**src/rtl/wb_pkg.sv**
```systemverilog
// Shared constants for the write-back / register file slice: source-select
// encodings and the default datapath geometry.
package wb_pkg;

   localparam int VSEL_MEM = 0;
   localparam int VSEL_ALU = 1;
   localparam int VSEL_IMM = 2;
   localparam int VSEL_PC  = 3;

   localparam int WB_DATA_W = 16;
   localparam int WB_NREGS  = 8;

endpackage

```
**src/rtl/wb_src_mux.sv**
```systemverilog
// NSRC:1 write-back source mux. Source k sits at bits [k*DATA_W +: DATA_W]
// of the flattened bus; oor flags a select that names no source.
module wb_src_mux
   import wb_pkg::*;
#(
   parameter int DATA_W = WB_DATA_W,
   parameter int NSRC   = 4,
   parameter int SEL_W  = $clog2(NSRC)
) (
   input  logic [SEL_W-1:0]       sel,
   input  logic [NSRC*DATA_W-1:0] src,
   output logic [DATA_W-1:0]      dout,
   output logic                   oor
);

   // Select the addressed source; an unmatched select yields zero and raises oor
   always_comb begin
      dout = '0;
      oor  = 1'b1;
      for (int k = 0; k < NSRC; k++) begin
         if (int'(sel) == k) begin
            dout = src[k*DATA_W +: DATA_W];
            oor  = 1'b0;
         end
      end
   end

endmodule

```
**src/rtl/wb_regfile.sv**
```systemverilog
// Write-back stage plus register file. A write is captured one edge after
// wb_valid (stage P) and committed to the array on the following edge
// (stage C); the captured write is forwarded to both read ports meanwhile.
// A busy scoreboard tracks claimed destinations for controller stalls.
// Optional build macro: WB_ZERO_R0_EN makes r0 a hard-wired zero register.
module wb_regfile
   import wb_pkg::*;
#(
   parameter int  DATA_W = WB_DATA_W,
   parameter int  NREGS  = WB_NREGS,
   parameter int  NSRC   = 4,
   localparam int ADDR_W = $clog2(NREGS),
   localparam int SEL_W  = $clog2(NSRC)
) (
   input  logic                   clk,
   input  logic                   rst_n,
   input  logic                   wb_valid,
   input  logic [SEL_W-1:0]       wb_vsel,
   input  logic [ADDR_W-1:0]      wb_writenum,
   input  logic [NSRC*DATA_W-1:0] wb_src,
   input  logic [ADDR_W-1:0]      readnum_a,
   input  logic [ADDR_W-1:0]      readnum_b,
   output logic [DATA_W-1:0]      data_a,
   output logic [DATA_W-1:0]      data_b,
   input  logic                   claim_valid,
   input  logic [ADDR_W-1:0]      claim_num,
   output logic [NREGS-1:0]       busy,
   output logic                   err
);

   logic [DATA_W-1:0] mux_data;
   logic              mux_oor;
   logic              capture_ok;
   logic              claim_ok;
   logic [NREGS-1:0]  busy_nxt;

   logic              vld_p1;
   logic [ADDR_W-1:0] num_p1;
   logic [DATA_W-1:0] data_p1;

   logic [DATA_W-1:0] regs [NREGS];

   wb_src_mux #(
      .DATA_W (DATA_W),
      .NSRC   (NSRC),
      .SEL_W  (SEL_W)
   ) u_src_mux (
      .sel  (wb_vsel),
      .src  (wb_src),
      .dout (mux_data),
      .oor  (mux_oor)
   );

   // Decide whether this cycle's request is captured and whether a claim is honoured
   always_comb begin
      capture_ok = wb_valid & ~mux_oor;
      claim_ok   = claim_valid;
`ifdef WB_ZERO_R0_EN
      if (wb_writenum == '0) capture_ok = 1'b0;
      if (claim_num == '0)   claim_ok   = 1'b0;
`endif
   end

   // ---- stage P: capture selected source into the pending write ----
   // Pending-write register; a dropped request simply leaves vld_p1 low
   always_ff @(posedge clk) begin
      if (!rst_n) begin
         vld_p1  <= 1'b0;
         num_p1  <= '0;
         data_p1 <= '0;
      end else begin
         vld_p1 <= capture_ok;
         if (capture_ok) begin
            num_p1  <= wb_writenum;
            data_p1 <= mux_data;
         end
      end
   end

   // Sticky flag for a write-back request whose select names no source
   always_ff @(posedge clk) begin
      if (!rst_n)                   err <= 1'b0;
      else if (wb_valid && mux_oor) err <= 1'b1;
   end

   // ---- stage C: commit pending write to the architectural array ----
   // Register array; reset clears it and discards any pending write
   always_ff @(posedge clk) begin
      if (!rst_n) begin
         for (int i = 0; i < NREGS; i++) regs[i] <= '0;
      end else if (vld_p1) begin
         regs[num_p1] <= data_p1;
      end
   end

   // Scoreboard next state: commit clears, claim sets afterwards so a same-cycle claim wins
   always_comb begin
      busy_nxt = busy;
      if (vld_p1)   busy_nxt[num_p1]    = 1'b0;
      if (claim_ok) busy_nxt[claim_num] = 1'b1;
   end

   // Scoreboard state register
   always_ff @(posedge clk) begin
      if (!rst_n) busy <= '0;
      else        busy <= busy_nxt;
   end

   // Read port A: array value, overridden by the newer pending write
   always_comb begin
      data_a = regs[readnum_a];
      if (vld_p1 && (num_p1 == readnum_a)) data_a = data_p1;
`ifdef WB_ZERO_R0_EN
      if (readnum_a == '0) data_a = '0;
`endif
   end

   // Read port B: identical forwarding rule to port A
   always_comb begin
      data_b = regs[readnum_b];
      if (vld_p1 && (num_p1 == readnum_b)) data_b = data_p1;
`ifdef WB_ZERO_R0_EN
      if (readnum_b == '0) data_b = '0;
`endif
   end

endmodule

```
**config.mk**
```make
export PLATFORM = sky130hd
export DESIGN_NAME = wb_regfile
export DESIGN_NICKNAME = d
export VERILOG_FILES = /design/src/rtl/wb_pkg.sv /design/src/rtl/wb_src_mux.sv /design/src/rtl/wb_regfile.sv
export SDC_FILE = /design/constraint.sdc
export NUM_CORES = 1
export LEC_CHECK = 0
export CAP_MARGIN = 20
export CORE_MARGIN = 1.5
export CORE_UTILIZATION = 36
export CTS_CLUSTER_SIZE = 20
export DETAILED_ROUTE_END_ITERATION = 16
export PLACE_DENSITY_LB_ADDON = 0.3
export SETUP_SLACK_MARGIN = 0.02
export SLEW_MARGIN = 10
export SYNTH_ARGS = -nofsm -noshare
export SYNTH_HDL_FRONTEND = slang
export SYNTH_HIERARCHICAL = 1
export SYNTH_SLANG_ARGS = --single-unit
```
**constraint.sdc**
```tcl
create_clock -name clk -period 6.57 [get_ports clk]
set_input_delay 0.657 -clock clk [delete_from_list [all_inputs] [get_ports clk]]
set_output_delay 0.657 -clock clk [all_outputs]
set_load 0.05 [all_outputs]
```
==> results.yml <==
status:
  outcome: "completed"
global_routing:
  antenna_found_initial: 1
  grt_max_degree: 34
  grt_first_pass_wirelength_mm: 35.5
  globalRouteTotalUtil_pct: 18.7
  gr-total-overflow: 0
  grt_pass1_vias: 5976
routing:
  drc_errors: 0
  ant_nets: 0
  wl_per_cell_um: 22.4
  vias: 5692
  vias_per_cell: 5.43
  drt_iter0_markers: 591
  firstDrtPassIters: 6
  wl_mm: 23.5
clocking:
  cts_tree: "built"
  cts_hold_buf: 0
  clk_latency_ns: 0.43
  ctsLongestPathBuffers: 2
  root_buffer: "clkbuf_16"
  cts_setup_buffers: 0
  clk_pin_slew_ns: 0.06
  cts_resized: 0
  numCtsBuffers: 17
  clock_sinks: 157
  cts-htree-levels: 4
run:
  cap_violations: 0
sta:
  rsz0062_at_grt: "false"
  final-max-slew-violation-count: 0
  fmax_mhz: 222
  tns_ns: 0
  setup_viol: 0
  tightest_slew_ns: 1.09
  finalHoldViolCount: 0
  finalCritPeriodShare_pct: 68.7
  fin_skew_ns: 0.00618
  fin_crit_ns: 4.51
  slew_headroom_pct: 27.1
logic_synthesis:
  synth_xor_area_share_pct: 0.585
  synthCells: 605
  synth_top_family_by_area: "multiplexers"
  synth_cell_types: 30
  synth-warning-count: 6
  yosys.area_share.adder_pct: 0
  synth_compound_area_share_pct: 2.76
  syn_avg_cell_area_um2: 14.9
  synth-seq-cells: 157
  synth_area_leaders: "edfxtp_1 (43%), mux4_1 (19%), and2_1 (9.0%)"
  synth_nets: 687
  synth_top_cell_by_area: "edfxtp_1"
  synth.area.mux_share_pct: 31.3
  ys_seq_area_share_pct: 49.2
  synth_top_area_share_pct: 42.8
  synthSimpleGateAreaFrac_pct: 12.0
  synthesis.area_um2: 8990
final_layout:
  areaGrowthSynthToFinish_pct: 22.8
  fin_util_pct: 45.3
  drive_gt1_share_pct: 19.3
  antenna-diode-count: 0
  nets: 794
setup_path:
  worst-r2r-cell-count: 3
  cp.required_ns: 5.91
  worstSetupPathType: "input pin to output port"
  r2r_setup_slack_ns: 4.16
  r2r-start: "num_p1[2]"
  arrival_ns: 3.86
  crit_start: "readnum_b[1]"
  startpoint_type: "input pin"
  endpoint_kind: "output port"
  cp_max_fo: 33
power_and_ir_drop:
  p_leak_nw: 4.18
  power_density_nw_per_um2: 223
  vdd_ir_drop_max_v: 0.000165
place:
  numPortBuffers: 122
  dpl.hpwl_mm: 15.9
  place_congestion: 0.779
min_path:
  min_from: "busy[1]"
  hold_path.class: "flop to flop"
  hold_depth: 2
die:
  core_um2: 24400
  die_height_um: 161
  pin_count: 123
  die-area_um2: 25900
  rows: 57
  chipWidth_um: 161
  initial_core_util_pct: 36.8
[final cells by class]
class | instances | area (µm²)
clock buffer | 23 | 479
clock inverter | 9 | 60.1
fill | 2180 | 13400
inverter | 8 | 30.0
multi-input combinational | 379 | 4220
sequential | 157 | 4420
tap | 324 | 405
timing repair buffer | 149 | 1420
[synth_stat cells]
cell      number
nand4_1        2
o31ai_1        2
mux2_2        53
buf_4          2
o22ai_1        6
buf_12         1
nand2_1       41
o32ai_1        2
nor2_1         6
buf_2          7
buf_6         10
inv_1          8
mux4_1        66
nand2b_1       6
edfxtp_1     128
o21ai_0        6
buf_1          1
nor3_1         2
nor2b_1        2
mux2_4        11
nand3b_1       2
a21oi_1        1
nand3_1        2
a21boi_0      19
xnor2_1        6
mux4_2        14
and2_1       129
clkbuf_1      40
dfxtp_1       29
conb_1         1
[layout by cell type (no fill, tap or decap), drive strengths merged]
cell type and count:
a21boi 19, nand3 2, dfxtp 29, nor3 2, o31ai 2, nand2b 6, o21ai 6, nand3b 2
buf 29, clkinv 6, o32ai 2, clkdlybuf4s50 120, mux2 64, inv 11, a21oi 1, o22ai 6
and2 129, edfxtp 128, xnor2 6, conb 1, nand4 2, nand2 41, nor2 6, nor2b 2
clkbuf 23, mux4 80
[through the flow]
| step | instance area [µm²] | hold WS [ns] | setup slack, ns | total power [mW] | instances |
|---|---|---|---|---|---|
| 3_3_place_gp | 10500 | 0.451 | 2.04 | 1.57 | 1014 |
| 2_1_floorplan | 8990 | 0.602 | 3.80 | 1.43 | 605 |
| 6_report | 11000 | 0.463 | 2.06 | 2.46 | 1049 |
| 4_1_cts | 11000 | 0.464 | 2.00 | 2.48 | 1049 |
| 3_5_place_dp | 10500 | 0.456 | 2.01 | 1.58 | 1017 |
| 5_1_grt | 11000 | 0.499 | 1.92 | 2.55 | 1049 |
[path summary, 6_finish.rpt]
kind	to
min reg2reg	busy[1]
max	data_b[15]
min	busy[1]
max reg2reg	regs[6][2]
[critical path, cell delays in order]
cell             delay [ns]
clkdlybuf4s50_1        0.45
buf_4                  0.41
xnor2_1                0.17
nand4_1                0.62
buf_4                  0.48
mux2_2                 0.25
clkdlybuf4s50_1        0.80
[flip-flops by register name, indices dropped and copies added, names as in the netlist]
name	flops
vld_p1	1
err	1
busy	8
num_p1	3
regs	128
data_p1	16
[routing by layer]
layer | vias up | global-route usage, % | wire, µm
met2 | 244 | 33.0 | 12000
li1 | 2550 | - | -
met5 | - | 0 | 12
met4 | 2 | 6.94 | 570
met3 | 45 | 3.44 | 1440
met1 | 2851 | 22.9 | 9470
[where the power goes]
part           leakage (nW)  switching (mW)  total, mW  internal, mW
clock                 0.271           0.390      0.906         0.516
sequential             1.55          0.0362       1.15          1.11
combinational          2.35           0.208      0.410         0.202
total                  4.18           0.635       2.46          1.83
[cells by family (layout without fill, tap and decap cells)]
group	count (synthesis)	count (layout)
other	1	1
buffers and inverters	69	189
and+or+nand+nor	192	192
muxes	144	144
DFF	157	157
xor gates and xnor gates	6	6
AOI/OAI and AO/OA	36	36
Power figures use the tool's default switching activity.
==> RTL edit 1 (same flow settings) <==
`NSRC` is set to 4 in 2 places; all go to 16.
--- a/src/rtl/wb_src_mux.sv
+++ b/src/rtl/wb_src_mux.sv
@@ -6,3 +6,3 @@
    parameter int DATA_W = WB_DATA_W,
-   parameter int NSRC   = 4,
+   parameter int NSRC   = 16,
    parameter int SEL_W  = $clog2(NSRC)
--- a/src/rtl/wb_regfile.sv
+++ b/src/rtl/wb_regfile.sv
@@ -10,3 +10,3 @@
    parameter int  NREGS  = WB_NREGS,
-   parameter int  NSRC   = 4,
+   parameter int  NSRC   = 16,
    localparam int ADDR_W = $clog2(NREGS),
Interface: changed (resized wb_src and wb_vsel); port bits go from 123 to 317. The function was not compared with the original's and may differ.
==> RTL edit 1 against the original RTL <==
Synthesized cell count rose by 59%; sequential share of layout area decreased by 11 points; global-route usage increased by 4.5 points; design area increased by 38%; setup slack got worse by 210 ps; routed wire length rose by 63%; register-to-register slack better by 120 ps; critical path depth down 2; sequential cell count did not move; fmax decreased by 4.4%; synthesized area up 26%; via count grew 60%; power increased by 14%; largest cell class is now multi-input gates; largest power group unchanged.
==> RTL edit 1: results (changes against the original RTL) <==
GRT Resource Usage Total 23.2% (+4.5 points); CP max FO 16 (-52%); status finished clean; Cells after Synth 962 (+59%); Pleak 0.00559 uW (+34%); clock latency on the worst-skew pair 430 ps (about the same); syn nets 1,238 (+80%); drt initial violations 617 (+4.4%); post-synthesis compound-gate area fraction 13.0% (+10 points); GP Congestion 0.925 (+19%); post-DR vias/cell 5.60 (+3.2%); largest cells by area after synthesis edfxtp_1, mux4_1, and2_1, mux2_2, dfxtp_1; met2 Resource Use GR 41.4% (+8.4 points); number of distinct library cells after synthesis 57 (+90%); # nets final 1,494 (+88%); via count 9,120 (+60%); HPWL after DPL 28,700 um (+81%); Synth top cells by count and2_1, edfxtp_1, mux4_1; Post-Synth XOR/XNOR Area 0.463% (-0.12 points); Int Power 2000 uW (+9.0%); crit-path max cell delay 990 ps (+190 ps); setup bufs post-CTS 0 (unchanged); M3 GR Usage 3.86% (+0.42 points); WL/cell 23.5 um (+4.8%); Power Clock 951 uW (+5.0%); share of layout cells above drive strength 1 13.8% (-5.5 points); post-synthesis sequential area ratio 39.0% (-10 points); first-pass iteration count of the detailed router 5 (-1); Worst Tran Pin Value 1080 ps (-1.54 ps); worst vdd ir 0.181 mV (+9.7%); fillers 2,747 (+26%); Comb power 697 uW (+70%); pin count of the biggest net entering global routing 72 (+110%); Port Buf Inserts 316 (+160%); Final Skew 13.9 ps (+7.71 ps); dpl ws 1860 ps (-148 ps); M1 GR Usage 29.3% (+6.4 points)
-- RTL edit 1: logic make-up (layout without fill, tap and decap cells) --
logic type,count (synthesis),count (layout)
XOR/XNOR,6,6
flip-flops,157,157
multiplexers,171,171
other,1,2
buffers and inverters,117,386
AO/OA/AOI/OAI,215,215
AND/OR/NAND/NOR,295,295
-- RTL edit 1: through the flow --
step / hold slack (ps) / area, um^2 / total power [uW]
final: 462 / 15200 / 2800
after floorplan: 602 / 11400 / 1560
after global routing: 494 / 15200 / 2910
after CTS: 467 / 15200 / 2820
after global placement: 455 / 14600 / 1860
after detailed placement: 457 / 14600 / 1870
-- RTL edit 1: area by class of cell --
cell class | count | share of cell area (%)
repair buffers | 340 | 22.1
well taps | 396 | 3.26
diodes | 1 | 0.0164
clock buffers | 18 | 2.96
flip-flops and latches | 157 | 29.1
clock inverters | 14 | 0.789
inverters | 14 | 0.345
multi-input cells | 688 | 41.5
-- RTL edit 1: tightest hold or removal path, delay by kind of cell, from the launching register on --
family,cells,cell delay (ps)
flip-flops,1,310
buffers and inverters,1,50
AO/OA/AOI/OAI,1,50
-- RTL edit 1: path summary, 6_finish.rpt --
path / startpoint / to / slack, ps / depth (start not counted)
worst max-delay path: readnum_a[0] / data_a[10] / 1850 / 5
worst min-delay path: busy[4] / busy[4] / 460 / 2
worst min register to register: busy[4] / busy[4] / 460 / 2
worst max register to register: num_p1[0] / regs[3][5] / 4280 / 2
-- RTL edit 1: metal layers --
layer  share of wire (%)  up-vias
met5                   0        -
met4                 1.7        0
met3                 6.3       34
met2                  51      380
met1                  41     4468
li1                    -     4238
==> RTL edit 2 (config.mk and constraints unchanged) <==
Without the edit above. Register the output `err` once more, without a reset; this adds one clock of latency there. The other outputs are not delayed to match.
--- a/src/rtl/wb_regfile.sv
+++ b/src/rtl/wb_regfile.sv
@@ -29,2 +29,4 @@
 );
+
+   logic err_s0;
 
@@ -81,4 +83,4 @@
    always_ff @(posedge clk) begin
-      if (!rst_n)                   err <= 1'b0;
-      else if (wb_valid && mux_oor) err <= 1'b1;
+      if (!rst_n)                   err_s0 <= 1'b0;
+      else if (wb_valid && mux_oor) err_s0 <= 1'b1;
    end
@@ -126,2 +128,6 @@
 
+   always_ff @(posedge clk) begin
+      err <= err_s0;
+   end
+
 endmodule
Check against the original RTL: no difference found for any inputs over 4 cycles, from zero or initial values and one cycle with rst_n low; that may be too few to reach the edited logic, so the function may still have changed.
==> RTL edit 2 against the original RTL <==
Setup slack improved by 120 ps; sequential cell count rose by 1; clock power rose by 16%; power rose by 5.7%; synthesized area rose by 0.22%; routed wire length fell by 3.8%; hold slack got worse by 110 ps; synthesized cell count rose by 0.17%; design area rose by 0.70%.
==> RTL edit 2: results (changes against the original RTL) <==
fillers 2,165 (-0.69%); clock latency on the worst-skew pair between 400 and 500 ps; Met3 Wirelength 1230 um (-15%); arrival time worst endpoint 3740 ps (-120 ps); dpl ws 2110 ps (+107 ps); share of layout cells above drive strength 1 18.9% (-0.36 points); M3 GR Usage 3.16% (-0.28 points); met2 Resource Use GR 31.5% (-1.5 points); first-pass iteration count of the detailed router 5 (-1); Max-slew headroom 29.9% (+2.7 points); largest registers regs x128, data_p1 x16, busy x8; placed inst area 0.0105 mm^2 (about the same); post-DR vias/cell 5.35 (-1.4%); WL/cell 21.6 um (-3.6%); CP max FO 18 (-45%); GP Congestion 0.766 (-1.6%); reg2reg end regs[5][15]; hold path depth 0 (-2); Reg2Reg Launch Point num_p1[0]; hold path start err_s0; largest cells by area after synthesis edfxtp_1, mux4_1, and2_1, dfxtp_1, mux2_2; Hold Crit Class reg -> reg; worst vdd ir 0.134 mV (-19%); dpl cells 1,015 (-0.20%); DRT met1 WL 9390 um (-0.89%); Hold EP err; M1 GR Usage 22.1% (-0.71 points); flop-to-flop setup slack 4200 ps (+40 ps); r2r worst-path depth 3 (unchanged); highest routed layer met4; Pleak 0.00420 uW (+0.52%); routed wire length 22,600 um (-3.8%); post-synthesis sequential area ratio 49.3% (+0.11 points); Slowest cell on crit path clkdlybuf4s50_1; drt initial violations 472 (-20%); HPWL after DPL 15,100 um (-5.2%); # nets final 792 (-0.25%); Reg clk slew, reported paths 60 ps (about the same); vias in the first global route 5,898 (-1.3%); syn nets 688 (+0.15%); Final Skew 10.1 ps (+3.90 ps); Cells after Synth 606 (+0.17%); routed wl met2 11,600 um (-3.7%); first-pass GRT wire length 34,700 um (-2.4%); antenna violations before repair 0 (-1); crit-path max cell delay 1090 ps (+290 ps); Fin Hold WS 355 ps (-109 ps); GRT Resource Usage Total 18.0% (-0.77 points); status finished clean
## RTL edit 2: cell types whose count changed in the layout (fill, tap and decap cells not counted), sizes merged
cell	unedited run	this run
buf	29	26
bufinv	0	4
clkbuf	23	20
clkinvlp	0	2
dfxtp	29	30
inv	11	8
## RTL edit 2: how the worst max path moves through the flow
| stage | slack (ps) | cells past startpoint | end | start |
|---|---|---|---|---|
| 2_1_floorplan | 3800 | 5 | data_a[0] | readnum_a[2] |
| 3_3_place_gp | 2230 | 6 | data_b[4] | readnum_b[1] |
| 3_5_place_dp | 2110 | 6 | data_b[6] | readnum_b[1] |
| 4_1_cts | 2120 | 6 | data_b[6] | readnum_b[1] |
| 5_1_grt | 2070 | 6 | data_b[5] | readnum_b[1] |
| 6_report | 2180 | 6 | data_b[6] | readnum_b[1] |
## RTL edit 2: critical path: cells and delay by family
kind	cells	cell delay, ps
muxes	3	890
buffers and inverters	3	2180
## RTL edit 2: power breakdown
group | switching, uW | total (uW) | internal, uW
clock | 394 | 1050 | 652
sequential | 35.5 | 1150 | 1120
combinational | 204 | 405 | 200
## RTL edit 2: final cells by class
type	count	area, um^2	area share (%)
repair buffers	146	1400	12.6
multi-input cells	379	4220	37.9
clock inverters	12	166	1.50
inverters	8	30.0	0.270
clock buffers	20	457	4.11
flip-flops and latches	158	4440	40.0
well taps	324	405	3.65
## RTL edit 2: cells by family (layout without fill, tap and decap cells)
kind of cell              Yosys count  in the layout  synth area share [%]
xor gates and xnor gates            6              6                 0.583
and+or+nand+nor                   192            192                  12.0
DFF                               158            158                  49.3
other                               1              1                0.0416
AOI/OAI and AO/OA                  36             36                  2.75
buffers and inverters              69            186                  4.07
muxes                             144            144                  31.2
